## config.mk

```make
export PLATFORM = sky130hd
export DESIGN_NAME = dnn_opt_mult
export DESIGN_NICKNAME = d
export VERILOG_FILES = /design/src/rtl/dnn_opt_mult.sv
export SDC_FILE = /design/constraint.sdc
export NUM_CORES = 2
export LEC_CHECK = 0
export CAP_MARGIN = 20
export CORE_ASPECT_RATIO = 0.75
export CORE_UTILIZATION = 41
export CTS_CLUSTER_SIZE = 24
export DETAILED_ROUTE_END_ITERATION = 16
export GPL_ROUTABILITY_DRIVEN = 0
export PLACE_DENSITY = 0.61
export SLEW_MARGIN = 0
export SYNTH_ARGS = -nofsm -noshare
export SYNTH_HDL_FRONTEND = slang
export SYNTH_SLANG_ARGS = --single-unit
export TNS_END_PERCENT = 10
```

## constraint.sdc

```tcl
create_clock -name clk -period 7.5 [get_ports clk]
set_input_delay 1.5 -clock clk [delete_from_list [all_inputs] [get_ports clk]]
set_output_delay 1.5 -clock clk [all_outputs]
set_load 0.05 [all_outputs]
```

## src/rtl/dnn_opt_mult.sv

```systemverilog
// Two-layer 4-4-2 integer neural network: 5-bit signed operands, ReLU hidden layer,
// exact 17-bit signed outputs, fully pipelined with a fixed two-cycle latency.
module dnn_opt_mult (
  input  logic               clk,
  input  logic               rst,
  input  logic               in_ready,
  input  logic signed [4:0]  x0,
  input  logic signed [4:0]  x1,
  input  logic signed [4:0]  x2,
  input  logic signed [4:0]  x3,
  input  logic signed [4:0]  w04,
  input  logic signed [4:0]  w14,
  input  logic signed [4:0]  w24,
  input  logic signed [4:0]  w34,
  input  logic signed [4:0]  w05,
  input  logic signed [4:0]  w15,
  input  logic signed [4:0]  w25,
  input  logic signed [4:0]  w35,
  input  logic signed [4:0]  w06,
  input  logic signed [4:0]  w16,
  input  logic signed [4:0]  w26,
  input  logic signed [4:0]  w36,
  input  logic signed [4:0]  w07,
  input  logic signed [4:0]  w17,
  input  logic signed [4:0]  w27,
  input  logic signed [4:0]  w37,
  input  logic signed [4:0]  w48,
  input  logic signed [4:0]  w58,
  input  logic signed [4:0]  w68,
  input  logic signed [4:0]  w78,
  input  logic signed [4:0]  w49,
  input  logic signed [4:0]  w59,
  input  logic signed [4:0]  w69,
  input  logic signed [4:0]  w79,
  output logic signed [16:0] out0,
  output logic signed [16:0] out1,
  output logic               out0_ready,
  output logic               out1_ready
);

  // 5x5 signed product; the true range -240..256 fits a 10-bit signed result.
  function automatic logic signed [9:0] mul5(input logic signed [4:0] a, input logic signed [4:0] b);
    logic signed [9:0] ae;
    logic signed [9:0] be;
    ae = {{5{a[4]}}, a};
    be = {{5{b[4]}}, b};
    return ae * be;
  endfunction

  function automatic logic [10:0] relu_dot(
    input logic signed [4:0] a0, input logic signed [4:0] a1,
    input logic signed [4:0] a2, input logic signed [4:0] a3,
    input logic signed [4:0] b0, input logic signed [4:0] b1,
    input logic signed [4:0] b2, input logic signed [4:0] b3);
    logic signed [9:0]  p0, p1, p2, p3;
    logic signed [11:0] s;
    p0 = mul5(a0, b0);
    p1 = mul5(a1, b1);
    p2 = mul5(a2, b2);
    p3 = mul5(a3, b3);
    s  = {{2{p0[9]}}, p0} + {{2{p1[9]}}, p1} + {{2{p2[9]}}, p2} + {{2{p3[9]}}, p3};
    if (s[11]) begin
      return 11'd0;
    end else begin
      return s[10:0];
    end
  endfunction

  // Hidden value is non-negative, so it is zero-extended before the signed multiply.
  function automatic logic signed [16:0] mul_hw(input logic [10:0] h, input logic signed [4:0] w);
    logic signed [16:0] he;
    logic signed [16:0] we;
    he = {6'd0, h};
    we = {{12{w[4]}}, w};
    return he * we;
  endfunction

  logic signed [4:0]  x_r    [4];
  logic signed [4:0]  w1_r   [4][4];   // [hidden][input]
  logic signed [4:0]  w2_r   [2][4];   // [output][hidden], stage 0
  logic signed [4:0]  w2_h_r [2][4];   // layer-2 weights travelling with the hidden values
  logic        [10:0] hid_r  [4];
  logic               v0_r;
  logic               v1_r;
  logic        [10:0] hid_s  [4];
  logic signed [16:0] o_s    [2];

  // Layer-1 dot products with ReLU from the captured operands.
  always_comb begin
    for (int j = 0; j < 4; j++) begin
      hid_s[j] = relu_dot(x_r[0], x_r[1], x_r[2], x_r[3],
                          w1_r[j][0], w1_r[j][1], w1_r[j][2], w1_r[j][3]);
    end
  end

  // Layer-2 weighted sums; worst case -65536 still fits 17 bits exactly.
  always_comb begin
    for (int k = 0; k < 2; k++) begin
      o_s[k] = mul_hw(hid_r[0], w2_h_r[k][0]) + mul_hw(hid_r[1], w2_h_r[k][1])
             + mul_hw(hid_r[2], w2_h_r[k][2]) + mul_hw(hid_r[3], w2_h_r[k][3]);
    end
  end

  // Three-stage pipeline: capture, hidden layer, outputs with ready pulse.
  always_ff @(posedge clk) begin
    if (rst) begin
      v0_r       <= 1'b0;
      v1_r       <= 1'b0;
      out0       <= 17'sd0;
      out1       <= 17'sd0;
      out0_ready <= 1'b0;
      out1_ready <= 1'b0;
      for (int i = 0; i < 4; i++) begin
        x_r[i]   <= 5'sd0;
        hid_r[i] <= 11'd0;
        for (int j = 0; j < 4; j++) begin
          w1_r[i][j] <= 5'sd0;
        end
        for (int k = 0; k < 2; k++) begin
          w2_r[k][i]   <= 5'sd0;
          w2_h_r[k][i] <= 5'sd0;
        end
      end
    end else begin
      v0_r <= in_ready;
      if (in_ready) begin
        x_r     <= '{x0, x1, x2, x3};
        w1_r[0] <= '{w04, w14, w24, w34};
        w1_r[1] <= '{w05, w15, w25, w35};
        w1_r[2] <= '{w06, w16, w26, w36};
        w1_r[3] <= '{w07, w17, w27, w37};
        w2_r[0] <= '{w48, w58, w68, w78};
        w2_r[1] <= '{w49, w59, w69, w79};
      end
      v1_r <= v0_r;
      if (v0_r) begin
        hid_r  <= hid_s;
        w2_h_r <= w2_r;
      end
      out0_ready <= v1_r;
      out1_ready <= v1_r;
      if (v1_r) begin
        out0 <= o_s[0];
        out1 <= o_s[1];
      end
    end
  end

endmodule

```

==> metrics.cfg <==
[placement]
dp_hpwl_um = 96690
placedCellCount = 6100
portBuffers = 178
place_area_mm2 = 0.04735

[worst_setup_path]
reg2reg_to = hid_r[10]$_SDFFE_PP0P_
cp-start-kind = register
end_kind = register
worst_r2r_path_depth = 21
critical_path_class = register to register
r2r-start = x_r[3]$_SDFFE_PP0P_
regToRegSetupSlack_ns = 0.37
critPathCapture = hid_r[10]$_SDFFE_PP0P_
path_max_fanout = 14
critPathArrivalTime_ns = 7.65
crit_required_ns = 8.01
critPathLaunch = x_r[3]$_SDFFE_PP0P_

[global_routing]
grt_usage_pct = 21.22
grt_max_degree = 77
grt_pass1_vias = 31320
overflow = 0
antenna_found_initial = 7
grt_pass1_wl_um = 179300

[finish]
area_delta_synth_final_pct = 10.15
regArea_mm2 = 0.005682
multiInputGateArea_mm2 = 0.03359
post-route-cell-area_mm2 = 0.04844
drive_gt1_share_pct = 3.184
fillers = 10102
final_cells = 6162
nNetsFinal = 6147

[clock_tree]
ctsHoldBuffers = 0
cts.sinks = 261
cts_tree = done
clk_pin_slew_ns = 0.06
root_buffer = clkbuf_16
cts_buffers = 31
htree_num_levels = 1
clockBufferDepth = 3
clk_latency_ns = 0.64

[die]
dieArea_mm2 = 0.1086
initial_core_util_pct = 41.57
io_pins = 179
chipWidth_um = 380.2
core-area_mm2 = 0.1058
die_h_um = 285.6
num_rows = 103

[logic_synthesis]
yosys_warnings = 0
yosysMostFrequentCell = inv_1
syn-num-nets = 6052
synth_common_cells = inv_1, fa_1, nand2_1
postSynthAreaPerCell_um2 = 9.513
synth_area_leaders = fa_1, ha_1, dfxtp_1
synth.yosys.seq_area_share_pct = 12.90
synth-async-reset-ratio_pct = 0
synth_edf_count = 45
ys_seq_elements = 261
synth_top_area_share_pct = 40.15
yosysUniqueCellTypes = 58
synth_cells = 4623
synth-main-ff-cell = dfxtp_1
synth_top_area_cell = fa_1
synth.cell_area_mm2 = 0.04398

[timing]
slew_headroom_pct = 25.69
fin_setup_tns_ns = 0
worst_pin_slew_ns = 1.113
post-route-period-util_pct = 95.08
hold_viol = 0
finalClockSkew_ns = 0.02027
max_freq_mhz = 140.2
finalSetupViolations = 0
period_needed_ns = 7.131
drv_slew = 0
rsz0062_at_grt = false

[detailed_routing]
via_per_inst = 4.889
firstDrtPassIters = 6
wl_met3_um = 8197
wl_per_cell_um = 18.14
routed-via-count = 30123
dr.max_layer_used = met4
wl_met1_um = 53880
wl_um = 111800
drtAntennaViolNets = 0
met2RoutedLength_um = 48050
drc = 0
drtIter0Drc = 1894

[power_and_ir_drop]
leakage_nw = 23.04
power_density_mw_per_mm2 = 193.8
total_power_w = 0.009389
vdd_drop_max_mv = 0.3477

[flow_run]
cap_violations = 0

[worst_hold_path]
hold_path.class = register to register

[outcome]
status = complete, no violations

-- worst min path at each step --
| stage | start | to | depth (start not counted) |
|---|---|---|---|
| 6_report | out1[9]$_SDFFE_PP0P_ | out1[9]$_SDFFE_PP0P_ | 2 |
| 3_5_place_dp | out0[9]$_SDFFE_PP0P_ | out0[9]$_SDFFE_PP0P_ | 2 |
| 4_1_cts | out1[9]$_SDFFE_PP0P_ | out1[9]$_SDFFE_PP0P_ | 2 |
| 3_3_place_gp | out1[9]$_SDFFE_PP0P_ | out1[9]$_SDFFE_PP0P_ | 2 |
| 5_1_grt | out1[9]$_SDFFE_PP0P_ | out1[9]$_SDFFE_PP0P_ | 2 |
| 2_1_floorplan | hid_r[15]$_SDFFE_PP0P_ | hid_r[15]$_SDFFE_PP0P_ | 2 |
-- worst max-delay path, stage by stage, from the launching register on --
cell     delay (ns)
dfxtp_1        0.34
buf_4          0.21
and2_1         0.19
fa_1           0.49
inv_1          0.05
fa_1           0.48
fa_1           0.49
inv_1          0.06
fa_1           0.47
fa_1           0.41
fa_1           0.51
fa_1           0.52
inv_1          0.06
fa_1           0.50
fa_1           0.49
inv_1          0.04
ha_1           0.23
or4_1          0.52
o22ai_1        0.34
nor3_1         0.11
a311o_1        0.31
a22o_1         0.20
-- metrics by stage --
stage / util [%] / worst slack, ns / hold WS [ns]
finish: 45.78 / 0.3693 / 0.4608
global route: 45.78 / 0.001605 / 0.4878
CTS: 45.70 / 0.001155 / 0.4686
detailed placement: 44.75 / -0.1007 / 0.4569
global placement: 44.75 / 0.09692 / 0.4551
floorplan: - / 0.8331 / 0.4232
-- timing repair --
| action | 4_1_cts | 5_1_grt |
|---|---|---|
| setup buffers | 0 | 0 |
| gates resized for setup | 2 | 7 |
| setup endpoints to repair | 41 | 44 |
-- logic make-up after synthesis --
logic type               synth area share, %
adder cells (fa/ha/maj)                51.64
buffers and inverters                  10.84
AND/OR/NAND/NOR                        13.95
AO/OA/AOI/OAI                          4.028
flip-flops                             12.90
multiplexers                           3.585
XOR/XNOR                               3.058
-- final cells by class --
class                   count  area share (%)
repair buffers            248           4.835
well taps                1417           3.660
flip-flops and latches    261           11.73
inverters                1081           8.376
clock inverters            20          0.3616
clock buffers              37           1.692
diodes                      3         0.01550
multi-input cells        3095           69.33
-- flip-flops by register name, indices dropped and copies added, names as in the netlist --
signal	cells
v1_r	1
out1_ready	1
w2_r	40
out0	17
v0_r	1
hid_r	44
out1	17
w2_h_r	40
w1_r	80
x_r	20
-- power breakdown --
| part | leakage [nW] | switching, W | internal (W) |
|---|---|---|---|
| Clock | 0.478 | 0.000719 | 0.000826 |
| Sequential | 2.25 | 0.000404 | 0.00156 |
| Combinational | 20.3 | 0.00336 | 0.00252 |
-- metal layers --
metal,track usage (%),vias up
met5,0,-
met4,3.065,0
met3,3.308,78
met2,31.82,723
met1,32.73,15357
li1,-,13965
-- cells in the final DEF (no fill, tap or decap), types with 12 or more instances in the layout --
cell / synthesis / layout
inv_1: 1081 / 1081
fa_1: 882 / 882
nand2_1: 412 / 412
ha_1: 404 / 404
and2_1: 374 / 374
nor2_1: 226 / 224
dfxtp_1: 216 / 211
clkdlybuf4s50_1: 0 / 176
mux2i_1: 153 / 153
xnor2_1: 120 / 117
nand2b_1: 85 / 85
a21oi_1: 71 / 71
buf_4: 1 / 68
nor2b_1: 64 / 63
edfxtp_1: 45 / 45
o21ai_0: 38 / 38
clkbuf_16: 0 / 32
xor2_1: 31 / 31
o31ai_1: 28 / 28
a21o_1: 20 / 20
o21a_1: 18 / 18
nand3_1: 14 / 14
a211oi_1: 14 / 14
nor3_1: 13 / 13
o21bai_1: 12 / 12
No activity file was read; power rests on OpenSTA's default activity.
